==> src/rtl/mem_pkg.sv <==
// Shared definitions for the memory-access stage.
// Holds the load/store info encodings used by execute, the stage FSM state
// type, the byte-enable constants for the data-memory port, and a helper that
// tells whether a load-info code names a real load.
package mem_pkg;

  // Load info encodings (6 and 7 are treated as "no load").
  localparam logic [2:0] LOAD_NONE = 3'd0;
  localparam logic [2:0] LOAD_LB   = 3'd1;
  localparam logic [2:0] LOAD_LH   = 3'd2;
  localparam logic [2:0] LOAD_LW   = 3'd3;
  localparam logic [2:0] LOAD_LBU  = 3'd4;
  localparam logic [2:0] LOAD_LHU  = 3'd5;

  // Store info encodings.
  localparam logic [1:0] STORE_NONE = 2'd0;
  localparam logic [1:0] STORE_SB   = 2'd1;
  localparam logic [1:0] STORE_SH   = 2'd2;
  localparam logic [1:0] STORE_SW   = 2'd3;

  // Byte-enable patterns for the data-memory port.
  localparam logic [3:0] WSTRB_NONE    = 4'b0000;
  localparam logic [3:0] WSTRB_BYTE0   = 4'b0001;
  localparam logic [3:0] WSTRB_HALF_LO = 4'b0011;
  localparam logic [3:0] WSTRB_HALF_HI = 4'b1100;
  localparam logic [3:0] WSTRB_WORD    = 4'b1111;

  typedef enum logic {
    S_IDLE = 1'b0,
    S_WAIT = 1'b1
  } state_t;

  function automatic logic is_load_op(input logic [2:0] info);
    return (info != LOAD_NONE) && (info <= LOAD_LHU);
  endfunction

endpackage

==> src/rtl/mem_access_load_align.sv <==
// load_align: combinational load-data formatter.
// Selects the addressed byte or halfword from the raw memory word and
// sign- or zero-extends it according to the load type.
// Ports:
//   rdata     in  32  raw word returned by data memory
//   lane      in  2   low two address bits of the load
//   info_load in  3   load type (LOAD_* encoding)
//   data      out 32  extended value destined for rd
module load_align
  import mem_pkg::*;
(
  input  logic [31:0] rdata,
  input  logic [1:0]  lane,
  input  logic [2:0]  info_load,
  output logic [31:0] data
);

  logic [7:0]  lane_byte [4];
  logic [7:0]  sel_byte;
  logic [15:0] sel_half;

  for (genvar gi = 0; gi < 4; gi++) begin : g_lane
    assign lane_byte[gi] = rdata[8*gi +: 8];
  end

  always_comb begin
    sel_byte = lane_byte[lane];
    // Halfword loads are known aligned here, so only lane[1] matters.
    sel_half = lane[1] ? rdata[31:16] : rdata[15:0];
    data     = rdata;
    case (info_load)
      LOAD_LB:  data = {{24{sel_byte[7]}}, sel_byte};
      LOAD_LBU: data = {24'd0, sel_byte};
      LOAD_LH:  data = {{16{sel_half[15]}}, sel_half};
      LOAD_LHU: data = {16'd0, sel_half};
      default:  data = rdata;
    endcase
  end

endmodule

==> src/rtl/mem_access.sv <==
// mem_access: memory-access stage of the RV32I pipeline.
// Accepts execute's bundle, runs loads/stores over a req/ready data-memory
// port, aligns store lanes and load data, and produces a registered
// write-back bundle with a one-cycle out_valid pulse per instruction.
// Ports:
//   clk, rst              clock, synchronous active-high reset
//   in_valid / in_ready   execute handshake (in_ready high only in IDLE)
//   alu_result, rs2E      ALU result / effective address, store data
//   write_regE, info_loadE, info_storeE, dstreg_addrE  instruction controls
//   dmem_req/we/addr/wstrb/wdata  data-memory request, held until dmem_ready
//   dmem_ready, dmem_rdata        data-memory completion and read word
//   out_valid, wb_data, wb_addr, wb_we  write-back bundle
//   misalign_err, bus_err           error pulses alongside out_valid
module mem_access
  import mem_pkg::*;
#(
  parameter int WAIT_LIMIT = 16,
  parameter int CNT_W      = 5
) (
  input  logic        clk,
  input  logic        rst,
  input  logic        in_valid,
  output logic        in_ready,
  input  logic [31:0] alu_result,
  input  logic [31:0] rs2E,
  input  logic        write_regE,
  input  logic [2:0]  info_loadE,
  input  logic [1:0]  info_storeE,
  input  logic [4:0]  dstreg_addrE,
  output logic        dmem_req,
  output logic        dmem_we,
  output logic [31:0] dmem_addr,
  output logic [3:0]  dmem_wstrb,
  output logic [31:0] dmem_wdata,
  input  logic        dmem_ready,
  input  logic [31:0] dmem_rdata,
  output logic        out_valid,
  output logic [31:0] wb_data,
  output logic [4:0]  wb_addr,
  output logic        wb_we,
  output logic        misalign_err,
  output logic        bus_err
);

  state_t           state_reg;
  logic [CNT_W-1:0] cnt_reg;
  logic [2:0]       ld_type_reg;   // LOAD_NONE marks an outstanding store
  logic [1:0]       lane_reg;
  logic [4:0]       rd_reg;
  logic             wr_en_reg;
  logic [31:0]      addr_reg;

  logic        is_ld;
  logic        is_st;
  logic        is_half;
  logic        is_word;
  logic        misalign;
  logic        wr_en;
  logic [3:0]  st_wstrb;
  logic [31:0] st_wdata;
  logic [31:0] ld_data;

  assign in_ready = (state_reg == S_IDLE);

  // Decode the incoming bundle. A real load takes priority over any store.
  always_comb begin
    is_ld    = is_load_op(info_loadE);
    is_st    = !is_ld && (info_storeE != STORE_NONE);
    is_half  = is_ld ? ((info_loadE == LOAD_LH) || (info_loadE == LOAD_LHU))
                     : (is_st && (info_storeE == STORE_SH));
    is_word  = is_ld ? (info_loadE == LOAD_LW)
                     : (is_st && (info_storeE == STORE_SW));
    misalign = (is_half && alu_result[0]) || (is_word && (alu_result[1:0] != 2'b00));
    wr_en    = write_regE && (dstreg_addrE != 5'd0);
  end

  // Store lane placement: data is replicated so that the strobes alone pick
  // the bytes that land in memory.
  always_comb begin
    st_wstrb = WSTRB_NONE;
    st_wdata = rs2E;
    case (info_storeE)
      STORE_SB: begin
        st_wstrb = WSTRB_BYTE0 << alu_result[1:0];
        st_wdata = {4{rs2E[7:0]}};
      end
      STORE_SH: begin
        st_wstrb = alu_result[1] ? WSTRB_HALF_HI : WSTRB_HALF_LO;
        st_wdata = {2{rs2E[15:0]}};
      end
      STORE_SW: st_wstrb = WSTRB_WORD;
      default:  st_wstrb = WSTRB_NONE;
    endcase
  end

  // Formats the read word using the lane and type latched at acceptance.
  load_align u_load_align (
    .rdata     (dmem_rdata),
    .lane      (lane_reg),
    .info_load (ld_type_reg),
    .data      (ld_data)
  );

  always_ff @(posedge clk) begin
    if (rst) begin
      state_reg    <= S_IDLE;
      cnt_reg      <= '0;
      ld_type_reg  <= LOAD_NONE;
      lane_reg     <= 2'd0;
      rd_reg       <= 5'd0;
      wr_en_reg    <= 1'b0;
      addr_reg     <= 32'd0;
      dmem_req     <= 1'b0;
      dmem_we      <= 1'b0;
      dmem_addr    <= 32'd0;
      dmem_wstrb   <= WSTRB_NONE;
      dmem_wdata   <= 32'd0;
      out_valid    <= 1'b0;
      wb_data      <= 32'd0;
      wb_addr      <= 5'd0;
      wb_we        <= 1'b0;
      misalign_err <= 1'b0;
      bus_err      <= 1'b0;
    end else begin
      // Pulses default low; wb_* keep their last value.
      out_valid    <= 1'b0;
      misalign_err <= 1'b0;
      bus_err      <= 1'b0;

      case (state_reg)
        S_IDLE: begin
          if (in_valid) begin
            if (!is_ld && !is_st) begin
              out_valid <= 1'b1;
              wb_data   <= alu_result;
              wb_addr   <= dstreg_addrE;
              wb_we     <= wr_en;
            end else if (misalign) begin
              // Suppressed access: report it without touching the bus.
              out_valid    <= 1'b1;
              misalign_err <= 1'b1;
              wb_data      <= alu_result;
              wb_addr      <= dstreg_addrE;
              wb_we        <= 1'b0;
            end else begin
              state_reg   <= S_WAIT;
              cnt_reg     <= '0;
              dmem_req    <= 1'b1;
              dmem_we     <= is_st;
              dmem_addr   <= {alu_result[31:2], 2'b00};
              dmem_wstrb  <= is_st ? st_wstrb : WSTRB_NONE;
              dmem_wdata  <= is_st ? st_wdata : 32'd0;
              ld_type_reg <= is_ld ? info_loadE : LOAD_NONE;
              lane_reg    <= alu_result[1:0];
              rd_reg      <= dstreg_addrE;
              wr_en_reg   <= wr_en;
              addr_reg    <= alu_result;
            end
          end
        end

        S_WAIT: begin
          if (dmem_ready) begin
            state_reg <= S_IDLE;
            dmem_req  <= 1'b0;
            out_valid <= 1'b1;
            wb_addr   <= rd_reg;
            if (ld_type_reg != LOAD_NONE) begin
              wb_data <= ld_data;
              wb_we   <= wr_en_reg;
            end else begin
              wb_data <= addr_reg;
              wb_we   <= 1'b0;
            end
          end else if (cnt_reg == CNT_W'(WAIT_LIMIT - 1)) begin
            // Memory never answered: give up and flag a bus error.
            state_reg <= S_IDLE;
            dmem_req  <= 1'b0;
            out_valid <= 1'b1;
            bus_err   <= 1'b1;
            wb_data   <= addr_reg;
            wb_addr   <= rd_reg;
            wb_we     <= 1'b0;
          end else begin
            cnt_reg <= cnt_reg + 1'b1;
          end
        end

        default: state_reg <= S_IDLE;
      endcase
    end
  end

endmodule

==> config.mk <==
export PLATFORM = sky130hd
export DESIGN_NAME = mem_access
export DESIGN_NICKNAME = d
export VERILOG_FILES = /design/src/rtl/mem_pkg.sv /design/src/rtl/mem_access_load_align.sv /design/src/rtl/mem_access.sv
export SDC_FILE = /design/constraint.sdc
export NUM_CORES = 1
export LEC_CHECK = 0
export CAP_MARGIN = 20
export CORE_MARGIN = 5
export CORE_UTILIZATION = 35
export DETAILED_ROUTE_END_ITERATION = 16
export DONT_BUFFER_PORTS = 1
export SLEW_MARGIN = 20
export SYNTH_ARGS = -nofsm -noshare
export SYNTH_HDL_FRONTEND = slang
export SYNTH_SLANG_ARGS = --single-unit
==> constraint.sdc <==
create_clock -name clk -period 2.4 [get_ports clk]
set_clock_uncertainty 0.1 [all_clocks]
set_input_delay 0.48 -clock clk [delete_from_list [all_inputs] [get_ports clk]]
set_output_delay 0.48 -clock clk [all_outputs]
set_load 0.02 [all_outputs]
==> results of run 1 <==
through the flow:
step	area [sq um]	util, %	setup WS (ps)
after floorplan	6660	-	115
after detailed placement	6790	36.3	26.0
after global routing	7460	39.9	9.19
after global placement	6790	36.3	64.2
after CTS	7330	39.2	22.4
final	7460	39.9	121
synth_stat cells, drive strengths merged (3+ instances only):
| cell | n | area [sq um] |
|---|---|---|
| ha | 6 | 75.1 |
| o311a | 5 | 50.1 |
| a31oi | 4 | 25.0 |
| a221o | 5 | 50.1 |
| a211oi | 26 | 240 |
| nor2 | 70 | 280 |
| and3 | 4 | 30.0 |
| nand2 | 111 | 417 |
| nand3 | 12 | 60.1 |
| a311oi | 3 | 26.3 |
| dfxtp | 126 | 2520 |
| a22oi | 16 | 120 |
| mux2i | 6 | 60.1 |
| buf | 64 | 479 |
| nand3b | 13 | 97.6 |
| a21oi | 119 | 603 |
| mux2 | 6 | 67.6 |
| o21ai | 34 | 174 |
| or2 | 6 | 37.5 |
| o2bb2ai | 13 | 176 |
| inv | 20 | 75.1 |
| or3 | 4 | 30.0 |
| xor2 | 3 | 26.3 |
| nor3 | 16 | 101 |
| o22ai | 8 | 50.1 |
| o221a | 5 | 56.3 |
| clkbuf | 28 | 105 |
| o211ai | 16 | 134 |
| nand2b | 7 | 43.8 |
| a22o | 22 | 193 |
layout make-up:
class	instances	area, sq um	share of cell area (%)
Multi-Input combinational cell	566	3560	47.7
Sequential cell	126	2520	33.8
Timing Repair Buffer	47	462	6.19
Clock buffer	20	447	5.99
Tap cell	234	293	3.92
Clock inverter	11	95.1	1.27
Inverter	21	78.8	1.06
kinds of logic (layout without fill, tap and decap cells):
| family | count (synthesis) | after routing | synth area share (%) |
|---|---|---|---|
| AOI/OAI and AO/OA | 288 | 288 | 30.4 |
| and+or+nand+nor | 253 | 253 | 17.8 |
| DFF | 126 | 126 | 37.9 |
| buffers and inverters | 113 | 99 | 9.96 |
| muxes | 13 | 13 | 2.25 |
| adders and majority gates | 6 | 6 | 1.13 |
| xor gates and xnor gates | 4 | 4 | 0.526 |
| other | 1 | 2 | 0.0563 |
routing by layer:
layer | GRT usage, % | vias up
met5 | 0 | -
li1 | - | 2817
met1 | 22.2 | 2695
met3 | 10.3 | 29
met4 | 5.27 | 0
met2 | 31.2 | 265
power groups by stage:
stage          sequential [mW]  combinational [mW]  clock, mW
4_1_cts                   2.50               0.813       2.46
6_report                  2.49               0.860       2.40
5_1_grt                   2.51               0.949       2.55
3_3_place_gp              2.54               0.799          0
3_5_place_dp              2.54               0.811          0
2_1_floorplan             2.44               0.740          0
worst register-to-register path: stages (launching register included):
cell,delay [ps]
dfxtp_1,320
ha_2,170
and3_1,180
ha_2,190
nor2_4,140
nor2_4,60
a311oi_2,230
buf_4,170
a21oi_4,50
buf_4,170
clkbuf_16,180
a211oi_1,230
worst paths after layout:
kind,from,endpoint,cells after the start
worst min register to register,rd_reg[2],rd_reg[2],2
worst max register to register,cnt_reg[1],wb_data[24],11
worst min-delay path,rst,wb_addr[4],1
worst max-delay path,cnt_reg[1],wb_data[24],11
placed cells by master, fill, tap and decap left out, types with 3 or more instances in the layout:
master,instances
dfxtp_1,125
a21oi_1,117
nand2_1,111
nor2_1,64
buf_4,38
o21ai_0,33
a22o_1,22
inv_1,20
clkbuf_16,18
a211oi_2,16
a22oi_1,16
o211ai_1,15
nand3b_1,13
nor3_1,12
nand3_1,12
a211oi_1,10
o2bb2ai_2,10
o22ai_1,8
nand2b_1,7
buf_12,7
mux2i_1,6
mux2_2,6
o311a_1,5
a221o_1,5
clkinv_2,5
nor2_4,4
o221a_2,4
a31oi_1,4
ha_1,4
and3_1,3
or2_1,3
o2bb2ai_1,3
or2_2,3
xor2_1,3
nor3_2,3
clkinvlp_4,3
timing repair:
item | CTS | global route
gates resized for setup | 0 | 16
buffers inserted | 0 | 3
setup endpoints to repair | 0 | 37
==> summary.md, run 1 <==
| Metric | Value |
|---|---|
| Sw frac | `a little under a third` |
| Row count | `50` |
| Hpwl dp | `15800 microns` |
| R2r setup slk | `roughly 120 ps` |
| Tmin final | `between 2000 and 2500 ps` |
| Io pins | `223` |
| Synth cell types | `69` |
| Nets@finish | `896` |
| H-Tree Depth | `4` |
| Top FF cell, synth | `dfxtp_1` |
| Drt wl/cell | `21.7 microns` |
| CP top delay family | `buffers and inverters` |
| Worst slew pin tran | `573 ps` |
| Setup Crit Path Kind | `reg2reg` |
| Via count | `5806` |
| Worst Path Buf+Inv | `3` |
| Sw Pwr | `1.74 mW` |
| CTS tree | `yes` |
| Yosys warns | `0` |
| All-Layer GR Usage | `around a fifth` |
| Max_cap viols | `0` |
| CP cell instances | `ha_2 -> and3_1 -> ha_2 -> nor2_4 -> nor2_4 -> a311oi_2 -> buf_4 -> a21oi_4 -> buf_4 -> clkbuf_16 -> a211oi_1` |
| Max Fclk | `approximately 440 MHz` |
| Clock buffer depth | `2` |
| Wire length on met3 | `around 2900 microns` |
| Flop pwr share | `~43%` |
| Final GP Congestion | `0.901` |
| Lkg Pwr | `2.67 nW` |
| Uppermost layer routed | `met4` |
| PwrDens | `roughly 770 nW/um^2` |
| CP required | `roughly 2600 ps` |
| Register clock-pin slew on the reported worst setup and hold paths | `approximately 60 ps` |
| RSZ-0062 raised after global routing | `no` |
| IO Port Bufs | `0` |
| DRC | `0` |
| Hold WC Path Type | `in2reg` |
| Worst hold slack | `37.0 ps` |
| Core area | `18700 sq um` |
| Die area | `roughly 22000 sq um` |
| First-pass GRT wire length | `32900 microns` |
| Status | `completed` |
| Slew HR | `~62%` |
| Clk pwr share | `41.8%` |
| Worst-Skew Late Latency | `410 ps` |
| Met1 wire length | `8420 microns` |
| Dpl cells | `989` |
| Critical Path Sink Type | `flip-flop` |
| Largest net degree at the start of global routing | `between 90 and 100` |
| 1st-iter DRT viols | `between 400 and 500` |
| Die Wd | `148 microns` |
| Vias in the first global route | `5547` |
| Largest stage delay on the critical path | `roughly 320 ps` |
| Pins over their slew limit | `0` |
| Post-DRT Antenna Nets | `0` |
| WL final | `roughly 22000 microns` |
| Worst vdd ir | `0.421 mV` |
| Initial Utilization | `35.6%` |
| CP Data Arrival Time | `around 2500 ps` |
| Mapped Cells | `804` |
| Flops & latches, synth | `126` |
| DR WL met2 | `10600 microns` |
| Internal power | `4.02 mW` |
| Cell area after synthesis | `6660 sq um` |
| Syn Area/Cell | `8.28 sq um` |
| Endpoints failing setup | `0` |
| Antenna fix cells | `0` |
| FILL cells | `1890` |
| Setup TNS | `0 ps` |
| Share of layout cells above drive strength 1 | `between 10% and 20%` |
| Clk root buf | `clkbuf_16` |
| Sequential fraction of the synthesis area | `37.9%` |
| CP Launch Type | `flip-flop` |
| CTS Sinks | `about 130` |
| Layout Area Growth over Synthesis | `12.0%` |
| Final std cells w/o fill | `about 1000` |
| Post-synth EDFFs | `0` |
| CTS Buf Count | `17` |
| Initial DRT Pass Iterations | `7` |
| Synth async-reset ratio | `0%` |
| Final hold violations | `0` |
| Power Total | `5.75 mW` |
| Vias/cell | `about 5.7` |
| Initial antenna violation count | `0` |
| Post-CTS Hold Buffers | `0` |
| Chip height | `148 microns` |
| Congestion Overflow GR | `0` |
| CP max stage cell | `dfxtp_1` |
| Period utilization | `approximately 95%` |
| Combinational share of power | `15.0%` |
| Crit Path Max Fanout | `12` |
(Power assumes the default switching activity.)
==> run 2: changes to the inputs <==
- clock period: 2.4 -> 1.95 ns (I/O delays scaled with it)
==> run 2 against run 1 <==
- count of clock-buffer cells in the layout is the same
- the run now ends with negative hold slack, negative setup slack left
- final area increased by 10%
- largest cell class unchanged
- sequential share of layout area fell by 3.1 points
- register-to-register slack worse by 320 ps
- global-route usage increased by 0.63 points
- critical path type unchanged
- cell count grew 4.1%
- sequential power grew 23%
- non-clock buffer count grew 41
==> summary.md, run 2 (synthesized netlist as in run 1, its figures left out) <==
| Metric | Value |
|---|---|
| Status | `finished, violations left` |
| Violated checks | `negative hold slack, negative setup slack` |
| DRC | `0 (unchanged)` |
| Internal power | `5.92 mW (+47%)` |
| 1st-iter DRT viols | `381 (-5.7%)` |
| Die Wd | `148 microns (unchanged)` |
| CP Launch Type | `flip-flop` |
| Worst Hold Path EP | `dmem_we` |
| Congestion Overflow GR | `0 (unchanged)` |
| Power Total | `8.17 mW (+42%)` |
| Critical Path Sink Type | `flip-flop` |
| CTS tree | `yes` |
| Clk pwr share | `47.8% (+6.0 points)` |
| Initial Utilization | `35.6% (unchanged)` |
| Final GP Congestion | `0.869 (-3.6%)` |
| Row count | `50 (unchanged)` |
| Hpwl dp | `16100 microns (+1.9%)` |
| CTS Sinks | `126 (unchanged)` |
| Max_cap viols | `0 (unchanged)` |
| RSZ-0062 raised after global routing | `yes` |
| Register-to-Register Path Depth | `9 (-2)` |
| Period utilization | `110% (+15 points)` |
| Largest net degree at the start of global routing | `92 (unchanged)` |
| Reg2reg end | `wb_data[1]` |
| Post-DRT Antenna Nets | `0 (unchanged)` |
| Layout Area Growth over Synthesis | `23.3%` |
| CTS Buf Count | `17 (unchanged)` |
| Antenna fix cells | `0 (unchanged)` |
| Crit path top cell by count | `nor2_4` |
| Io pins | `223 (unchanged)` |
| CP required | `2160 ps (-460 ps)` |
| Final non-filler cell area | `8210 sq um (+10%)` |
| Final hold violations | `15 (+15)` |
| Vias/cell | `5.65 (-0.33%)` |
| Commonest non-fill, non-tap cells in the layout | `122 x dfxtp_1, 111 x a21oi_1, 110 x nand2_1, 61 x buf_4, 50 x nor2_1` |
| Via count | `6024 (+3.8%)` |
| WL final | `22400 microns (+0.90%)` |
| Flop pwr share | `37.6% (-5.7 points)` |
| Chip height | `148 microns (unchanged)` |
| CP startpoint | `cnt_reg[0]` |
| Drt wl/cell | `21.0 microns (-3.1%)` |
| Lkg Pwr | `3.00 nW (+12%)` |
| Die area | `21900 sq um (unchanged)` |
| Setup WS pre-CTS | `-295 ps (-321 ps)` |
| Final core occ | `43.9% (+4.0 points)` |
| Final worst-path setup slack | `-198 ps (-319 ps)` |
| Nets@finish | `937 (+4.6%)` |
| Tmin final | `2150 ps (-131 ps)` |
| Combinational share of power | `14.6% (-0.4 points)` |
| Hold WC Path Type | `in2reg` |
| H-Tree Depth | `4 (unchanged)` |
| Setup TNS | `-4970 ps (-4970 ps)` |
| Clock buffer depth | `2 (unchanged)` |
| Max Fclk | `465 MHz (+6.1%)` |
| Setup Crit Path Kind | `reg2reg` |
| Worst hold slack | `-45.9 ps (-82.9 ps)` |
| Post-CTS Hold Buffers | `14 (+14)` |
| PwrDens | `995 nW/um^2 (+29%)` |
| First-pass GRT wire length | `34100 microns (+3.7%)` |
| R2r setup slk | `-200 ps (-320 ps)` |
| Pins over their slew limit | `0 (unchanged)` |
| Initial DRT Pass Iterations | `5 (-2)` |
| Worst-Skew Late Latency | `430 ps (+20 ps)` |
| Clk root buf | `clkbuf_16` |
| RR Startpoint | `cnt_reg[0]` |
| Vias in the first global route | `5862 (+5.7%)` |
| Sw Pwr | `2.25 mW (+30%)` |
| CP Data Arrival Time | `2360 ps (-130 ps)` |
| CP cell instances | `ha_4 -> and3_4 -> ha_4 -> nor2_4 -> nor2_4 -> a311oi_4 -> a21o_4 -> nor2_4 -> a221o_1` |
| Sw frac | `27.6% (-2.6 points)` |
| Endpoints failing setup | `38 (+38)` |
| CP max stage cell | `a311oi_4` |
| Hold Crit Start | `rst` |
| All-Layer GR Usage | `19.9% (+0.63 points)` |
| Commonest non-fill, non-tap cell in the layout | `dfxtp_1` |
| Share of layout cells above drive strength 1 | `25.6% (+7.2 points)` |
| IO Port Bufs | `0 (unchanged)` |
| Largest stage delay on the critical path | `350 ps (+30 ps)` |
| Initial antenna violation count | `0 (unchanged)` |
| Worst Hold Depth | `1 (unchanged)` |
| Worst vdd ir | `0.680 mV (+62%)` |
| Crit Path Max Fanout | `10 (-2)` |
| Placed Area | `7160 sq um (+5.5%)` |
| Register clock-pin slew on the reported worst setup and hold paths | `60 ps (about the same)` |
| Core area | `18700 sq um (unchanged)` |
run 2: cell count changes in the layout (fill, tap and decap cells not counted), sizes merged:
cell	before	now
clkinvlp	3	1
dlygate4sd3	0	14
bufinv	1	7
inv	20	23
buf	46	73
clkbuf	21	20
bufbuf	0	1
clkinv	8	2
run 2: worst max-delay path by stage:
| stage | end | cells after the start |
|---|---|---|
| after floorplan | wb_data[3] | 7 |
| after global placement | wb_data[1] | 9 |
| after detailed placement | wb_data[3] | 9 |
| after CTS | wb_data[1] | 9 |
| after global routing | wb_data[1] | 9 |
| final | wb_data[1] | 9 |
run 2: per-stage QoR:
step / hold slack (ps) / instances
after CTS: -77.9 / 1067
after floorplan: 332 / 805
after global placement: 334 / 1016
final: -45.9 / 1067
after global routing: -81.6 / 1067
after detailed placement: 339 / 1016
run 2: routing by layer:
layer	up-vias	GRT usage (%)	wire length (microns)
li1	2895	-	-
met1	2823	22.6	8300
met2	283	33.4	10900
met3	23	9.72	2840
met4	0	5.31	394
met5	-	0	0
run 2: area by class of cell:
type,instances,area [sq um]
flip-flops and latches,126,2530
inverters,21,81.3
repair buffers,88,862
multi-input cells,566,3730
fillers,1836,10500
clock inverters,12,253
well taps,234,293
clock buffers,20,467
run 2: power groups by stage:
stage	combinational (mW)	clock, mW	sequential, mW
2_1_floorplan	0.953	0	3.01
3_3_place_gp	1.09	0	3.13
3_5_place_dp	1.10	0	3.13
4_1_cts	1.17	3.97	3.07
5_1_grt	1.31	4.08	3.09
6_report	1.19	3.91	3.07
run 2: repair_timing:
item,4_1_cts,5_1_grt
setup buffers,4,1
endpoints found under the hold margin,89,76
resized for setup,12,16
setup endpoints to repair,39,40
pin swaps,3,9
cloned,1,0
run 2: worst max-delay path: cells and delay by family (launching register included):
| family | cells | cell delay (ps) |
|---|---|---|
| AOI/OAI and AO/OA | 3 | 870 |
| and+or+nand+nor | 4 | 410 |
| DFF | 1 | 330 |
| adders and majority gates | 2 | 310 |
